[src/rtl/train_pkg.sv]
// Shared constants for the two-train shared-track supervisor:
// state codes, drive codes and switch positions.
package train_pkg;

  localparam int         ST_W  = 3;

  localparam logic [2:0] ABOUT = 3'd0;
  localparam logic [2:0] AIN   = 3'd1;
  localparam logic [2:0] BIN   = 3'd2;
  localparam logic [2:0] ASTOP = 3'd3;
  localparam logic [2:0] BSTOP = 3'd4;

  localparam logic [1:0] DRV_FWD  = 2'b01;
  localparam logic [1:0] DRV_STOP = 2'b00;

  localparam logic       SW_A = 1'b0;
  localparam logic       SW_B = 1'b1;

endpackage

[src/rtl/train_controller.sv]
// Moore supervisor granting the shared track section to one train at a time.
// Sensors are level-sensitive and assumed synchronous to clk.
module train_controller
  import train_pkg::*;
(
  input  logic       clk,
  input  logic       rst_n,
  input  logic       S1,
  input  logic       S2,
  input  logic       S3,
  input  logic       S4,
  output logic       SW1,
  output logic       SW2,
  output logic [1:0] DA,
  output logic [1:0] DB
);

  logic [ST_W-1:0] curr_st;
  logic [ST_W-1:0] next_st;

  // State register
  always_ff @(posedge clk or negedge rst_n) begin
    if (!rst_n) begin
      curr_st <= ABOUT;
    end else begin
      curr_st <= next_st;
    end
  end

  // Next-state logic; earlier conditions take priority, otherwise hold
  always_comb begin
    next_st = curr_st;
    case (curr_st)
      ABOUT: begin
        if (S1) begin
          next_st = AIN;
        end else if (S2) begin
          next_st = BIN;
        end else begin
          next_st = ABOUT;
        end
      end
      AIN: begin
        if (S4) begin
          next_st = ABOUT;
        end else if (S2) begin
          next_st = BSTOP;
        end else begin
          next_st = AIN;
        end
      end
      BIN: begin
        if (S3) begin
          next_st = ABOUT;
        end else if (S1) begin
          next_st = ASTOP;
        end else begin
          next_st = BIN;
        end
      end
      ASTOP: begin
        if (S3) begin
          next_st = AIN;
        end else begin
          next_st = ASTOP;
        end
      end
      BSTOP: begin
        if (S4) begin
          next_st = BIN;
        end else begin
          next_st = BSTOP;
        end
      end
      default: next_st = ABOUT;
    endcase
  end

  // Output decode; unused codes drive the free-section outputs
  always_comb begin
    SW1 = SW_A;
    SW2 = SW_A;
    DA  = DRV_FWD;
    DB  = DRV_FWD;
    case (curr_st)
      ABOUT, AIN: begin
        SW1 = SW_A;
        SW2 = SW_A;
        DA  = DRV_FWD;
        DB  = DRV_FWD;
      end
      BIN: begin
        SW1 = SW_B;
        SW2 = SW_B;
        DA  = DRV_FWD;
        DB  = DRV_FWD;
      end
      ASTOP: begin
        SW1 = SW_B;
        SW2 = SW_B;
        DA  = DRV_STOP;
        DB  = DRV_FWD;
      end
      BSTOP: begin
        SW1 = SW_A;
        SW2 = SW_A;
        DA  = DRV_FWD;
        DB  = DRV_STOP;
      end
      default: begin
        SW1 = SW_A;
        SW2 = SW_A;
        DA  = DRV_FWD;
        DB  = DRV_FWD;
      end
    endcase
  end

endmodule

[config.mk]
export PLATFORM = sky130hd
export DESIGN_NAME = train_controller
export DESIGN_NICKNAME = d
export VERILOG_FILES = /design/src/rtl/train_pkg.sv /design/src/rtl/train_controller.sv
export SDC_FILE = /design/constraint.sdc
export NUM_CORES = 1
export LEC_CHECK = 0
export ABC_AREA = 1
export CAP_MARGIN = 20
export CORE_AREA = 2 2 39 41
export CTS_BUF_LIST = sky130_fd_sc_hd__clkbuf_4 sky130_fd_sc_hd__clkbuf_8 sky130_fd_sc_hd__clkbuf_16
export DETAILED_ROUTE_END_ITERATION = 16
export DIE_AREA = 0 0 41 43
export DONT_BUFFER_PORTS = 1
export GPL_TIMING_DRIVEN = 1
export MAX_ROUTING_LAYER = met4
export PLACE_DENSITY_LB_ADDON = 0.08
export SLEW_MARGIN = 20
export SYNTH_ARGS = -nofsm -noshare
export SYNTH_HDL_FRONTEND = slang
export SYNTH_SLANG_ARGS = --single-unit
export TNS_END_PERCENT = 50
[constraint.sdc]
create_clock -name clk -period 0.8 [get_ports clk]
set_input_delay 0.04 -clock clk [delete_from_list [all_inputs] [get_ports clk]]
set_output_delay 0.04 -clock clk [all_outputs]
set_load 0.03 [all_outputs]
# ---- After elaboration in Yosys (flattened, before gate mapping)
# Cells that the tools add are included.
dict set report word_totals {
  ff_bits 3
  in_bits 6
  out_inout_bits 6
  word_cells 19
}
dict set report classes {
  n_eq_ne 4
  n_mux 12
  reduce_logical 2
}
# op count
set ops {}
lappend ops {{one-hot mux 3 bit (5 select lines)} 1}
lappend ops {{two-way mux 3 bit} 3}
lappend ops {{two-way mux 2 bit} 4}
lappend ops {{equality test 3 x 2 -> 1 bit (second input constant)} 2}
lappend ops {{two-way mux 1 bit} 4}
lappend ops {{equality test 3 x 1 -> 1 bit (second input constant)} 1}
lappend ops {{equality test 3 bit (second input constant)} 1}
lappend ops {{zero test 3 bit} 1}
lappend ops {{OR reduction 2 bit} 1}

# ---- Logic depth before layout (Yosys ltp)
dict set report logic_depth {
  ltp_word 3
  ltp_mapped 4
  mapped_depth_nobuf 4
}

# ---- Worst setup path before layout
# No wires, ideal clock.
dict set report synth_path {
  path_kind {register to output}
  from {register curr_st[2]}
  to {output port SW2}
  arrival_time_ps 997
  t_required_ps 760
  setup_slack_ps -237
  path_stages_with_launch 3
  n_path_buf 1
  cell_sequence {dfrtp_1 -> nor2_2 -> buf_4}
}
dict set report synth_between {
  elab_chain_cells 3
  word_cells_on_any_way 4
}
# item line_no
set synth_rtl {}
lappend synth_rtl {{start, declared} train_controller.sv:18} ;# logic [ST_W-1:0] curr_st;
lappend synth_rtl {{start signal, assigned} train_controller.sv:26} ;# curr_st <= next_st;
lappend synth_rtl {{equality test 3 x 2 -> 1 bit} n/a}
lappend synth_rtl {{OR reduction 2 bit (no source line) *} n/a}
lappend synth_rtl {{two-way mux 1 bit *} n/a}
lappend synth_rtl {{end, declared} train_controller.sv:13} ;# output logic SW2,
# Mark *: on every way between the ends. The rest lies on a longest branch, timed or not.

# ---- Final worst setup path
# Ends and elaborated chain as after synthesis.

==> reports/results.txt <==
Proportion of power drawn by flip-flops and latches: 23.4%. The analysis attributes to cell leakage a power of 0.164 nW. The logs give 0.00214 ns for the worst-case clock skew and 11 for the number of distinct library cell variants in the gate-level netlist after synthesis. The final antenna-violating net count is 0, and the synthesized area per cell is 6.53 sq um. Counting cells, the worst reg-to-reg path comes to 3. Once layout is complete, the cells apart from fillers number 57. Setup repair after global routing could not meet its margin everywhere. The tools report the number of antenna violations at the first check in global routing as 0. The buffers plus inverters on the worst setup path came out at 1. Depth of the CTS H-tree: 1.

Startpoint type of the worst setup path: a register. For the TritonCTS sink count, the log shows 3. The number of clock buffers added by TritonCTS is 3. The sum of routed wire segments on met1 was 154 um; the clock transition at the registers of the reported paths was 0.04 ns. The ratio of final minimum period to clock period was 128%. The path with the worst hold slack has its endpoint at curr_st[0]. At the worst endpoint, the required time is 0.76 ns. The dominant delay contributor by cell family on the critical path was flip-flops. The run gives 0 as the max-capacitance violation count. Net switching is 45.4% of the power. The post-layout worst setup margin is -0.225 ns, and the flip-flop count of the largest register after layout is 3.

The synthesized cell area is 209 sq um. TritonCTS built the clock tree. For the footprint of the multi-input gates, the log shows 118 sq um. Worst reg2reg path endpoint: curr_st[2]. The first-pass GRT wire length was 779 um. In this run the horizontal extent of the chip is 41 um.

Internal power comes to 0.683 mW. The number of global-route vias before repair is 218, and the total iterations of the first detailed-routing run is 1. The category of the critical setup timing path is reg -> out. Ranked by flip-flop count, first place goes to curr_st.

The tools report the root buffer cell as clkbuf_4. The repair_antennas step left the layout with diodes totalling 0. In the routed design, unresolved DRC markers number 0. The tools report the standard-cell row count as 14. The setup fix buffers added after clock tree synthesis is 0, and the average wire per cell in the routed design is 8.86 um. The top metal layer carrying routed signals is met3. The run finished, with violations left. The number of design-rule violations left by the first detailed-router iteration was 0; the count of final hold-check violations was 0. Worst reg2reg path startpoint: curr_st[2].

In the final layout, the registers with the most flip-flops are curr_st x3. The maximum number of pins on one net before global-route repair is 7. Detailed routing inserted a total of 210 vias. The tools report the area of the placeable core as 1380 sq um. The total power was 1.25 mW. The logs give 163 for the fill cell instance count of the final layout and 35.9% for the sequential-to-total area share from yosys stat.

The tools report the net switching power as 0.567 mW. Number of endpoints failing setup at the final stage: 7. The logs give 48 for the total instance count after detailed placement and 12 for the count of boundary I/O pins. Walking the worst path, the cells encountered are nor2_4 -> buf_8.

Cell at the slowest stage of the critical path: dfrtp_2. After synthesis the netlist holds a flip-flop and latch count of 3. For this block, the routed nets add up to 505 um of wire. The chip height works out to 43 um.

The run gives 0 as the max-slew violation count. Along the worst path, the maximum fanout reaches 6. Global routing finished with a remaining overflow of 0. For this run, the slowest stage of the critical path takes 0.47 ns. The worst path in the final design needs a cycle of 1.02 ns, including I/O delays and setup. Once the floorplan was initialized, standard cells occupied 15.1% of the core. The worst setup path is captured at a primary output. The worst hold path begins at S4.

Counting instances, the worst hold path has a depth of 3. Synthesis produced 32 cells. At the end of routability-driven placement, the weighted congestion stood at 0.661.

The clock passes through at most 2 buffers. The worst-case IR drop observed on VDD is 0.000992 V. Based on the critical path, the design can be clocked at up to 976 MHz.

The net count of the finished layout is 48. Arrival time of data at the critical path endpoint: 0.98 ns. The logs give 0.23 ns for the later-pin clock latency in the skew report and 76.3 sq um for the register area. The run gives 23.7% as the proportion of power drawn by the clock network. The fraction of final layout cells sized beyond drive strength 1 was 34.1%; the setup slack of the worst register-to-register path was -0.05 ns. Global routing used 7.64% of the available tracks. In this run the power density over the cells is 3690 nW/um^2.

The via count normalized by instance count is 3.68, and the synthesis warning total is 0. The path class of the lowest-slack min-delay path was in -> reg. The number of port buffers works out to 0.

In the detailed route, the total length drawn on met2 is 328 um. The signed area change from the synthesized netlist to the final layout is 62.3%, and the floorplan die area is 1760 sq um. For the fraction of power consumed by combinational cells, the log shows 52.9%. For the routed length on met3, the log shows 22 um.

The final reports fail on negative setup slack.
==> final cells by class <==
cell class / count / area share, %
multi-input combinational: 21 / 34.7
sequential: 3 / 22.5
timing repair buffer: 7 / 21.4
clock buffer: 4 / 8.86
inverter: 6 / 6.64
tap: 16 / 5.90
==> cells in the mapped netlist <==
| cell type | n | area share, % |
|---|---|---|
| nand2_1 | 7 | 13 |
| inv_1 | 5 | 9.0 |
| nand3_1 | 5 | 12 |
| buf_4 | 3 | 11 |
| dfrtp_1 | 3 | 36 |
| nor2_1 | 3 | 5.4 |
| o21ai_0 | 2 | 4.8 |
| conb_1 | 1 | 1.8 |
| inv_2 | 1 | 1.8 |
| nand4_1 | 1 | 3.0 |
| nor2_2 | 1 | 3.0 |
==> routing by layer <==
metal | track usage [%] | vias to the layer above
met2 | 13.4 | 4
li1 | - | 110
met5 | - | -
met3 | 1.57 | 0
met4 | 8.00 | 0
met1 | 5.19 | 96
==> tightest hold or removal path, delay by kind of cell <==
kind	cells	cell delay, ns
AOI/OAI and AO/OA	1	0.05
and+or+nand+nor	2	0.11
==> worst max path at each step <==
stage | start | endpoint | depth (start not counted)
2_1_floorplan | curr_st[1] | SW2 | 3
3_3_place_gp | curr_st[0] | curr_st[2] | 3
3_5_place_dp | curr_st[0] | curr_st[2] | 3
4_1_cts | curr_st[2] | DA[0] | 2
5_1_grt | curr_st[1] | SW1 | 3
6_report | curr_st[2] | SW2 | 2
==> cell usage in the layout (no fill, tap or decap), drive strengths merged <==
cell	netlist	final
nand2	7	7
inv	6	6
nand3	5	5
dlygate4sd3	0	5
clkbuf	0	4
nor2	4	4
dfrtp	3	3
o21ai	2	2
conb	1	2
buf	3	2
nand4	1	1
==> cell families (layout without fill, tap and decap cells) <==
kind of cell | after synthesis | in the layout | synth area share [%]
AO/OA/AOI/OAI | 2 | 2 | 4.79
flip-flops | 3 | 3 | 35.9
buffers and inverters | 9 | 17 | 21.6
AND/OR/NAND/NOR | 17 | 17 | 35.9
other | 1 | 2 | 1.79
==> stage by stage <==
step / hold slack, ns / utilization [%] / setup WS [ns] / TNS [ns] / instance area [sq um]
4_1_cts: 0.00469 / 23.8 / -0.243 / -1.07 / 329
6_report: 0.0132 / 24.5 / -0.225 / -0.946 / 339
2_1_floorplan: -0.256 / - / -0.0729 / -0.176 / 223
5_1_grt: 0.0298 / 24.5 / -0.267 / -1.30 / 339
3_5_place_dp: -0.255 / 16.7 / -0.0878 / -0.343 / 231
3_3_place_gp: -0.255 / 16.7 / -0.0909 / -0.341 / 231
==> power by group through the flow <==
stage               sequential (mW)  combinational, mW  clock [mW]
floorplan                     0.273              0.449           0
global placement              0.284              0.519           0
detailed placement            0.281              0.518           0
CTS                           0.290              0.623       0.319
global route                  0.303              0.723       0.325
finish                        0.293              0.661       0.296
==> repair_timing <==
action                     in CTS  in global routing
resized for setup               8                  2
hold buffers                    5                  0
hold endpoints to repair        6                  0
pin swaps                       1                  2
setup endpoints to repair       7                  7
No activity file was read; power rests on OpenSTA's default activity.
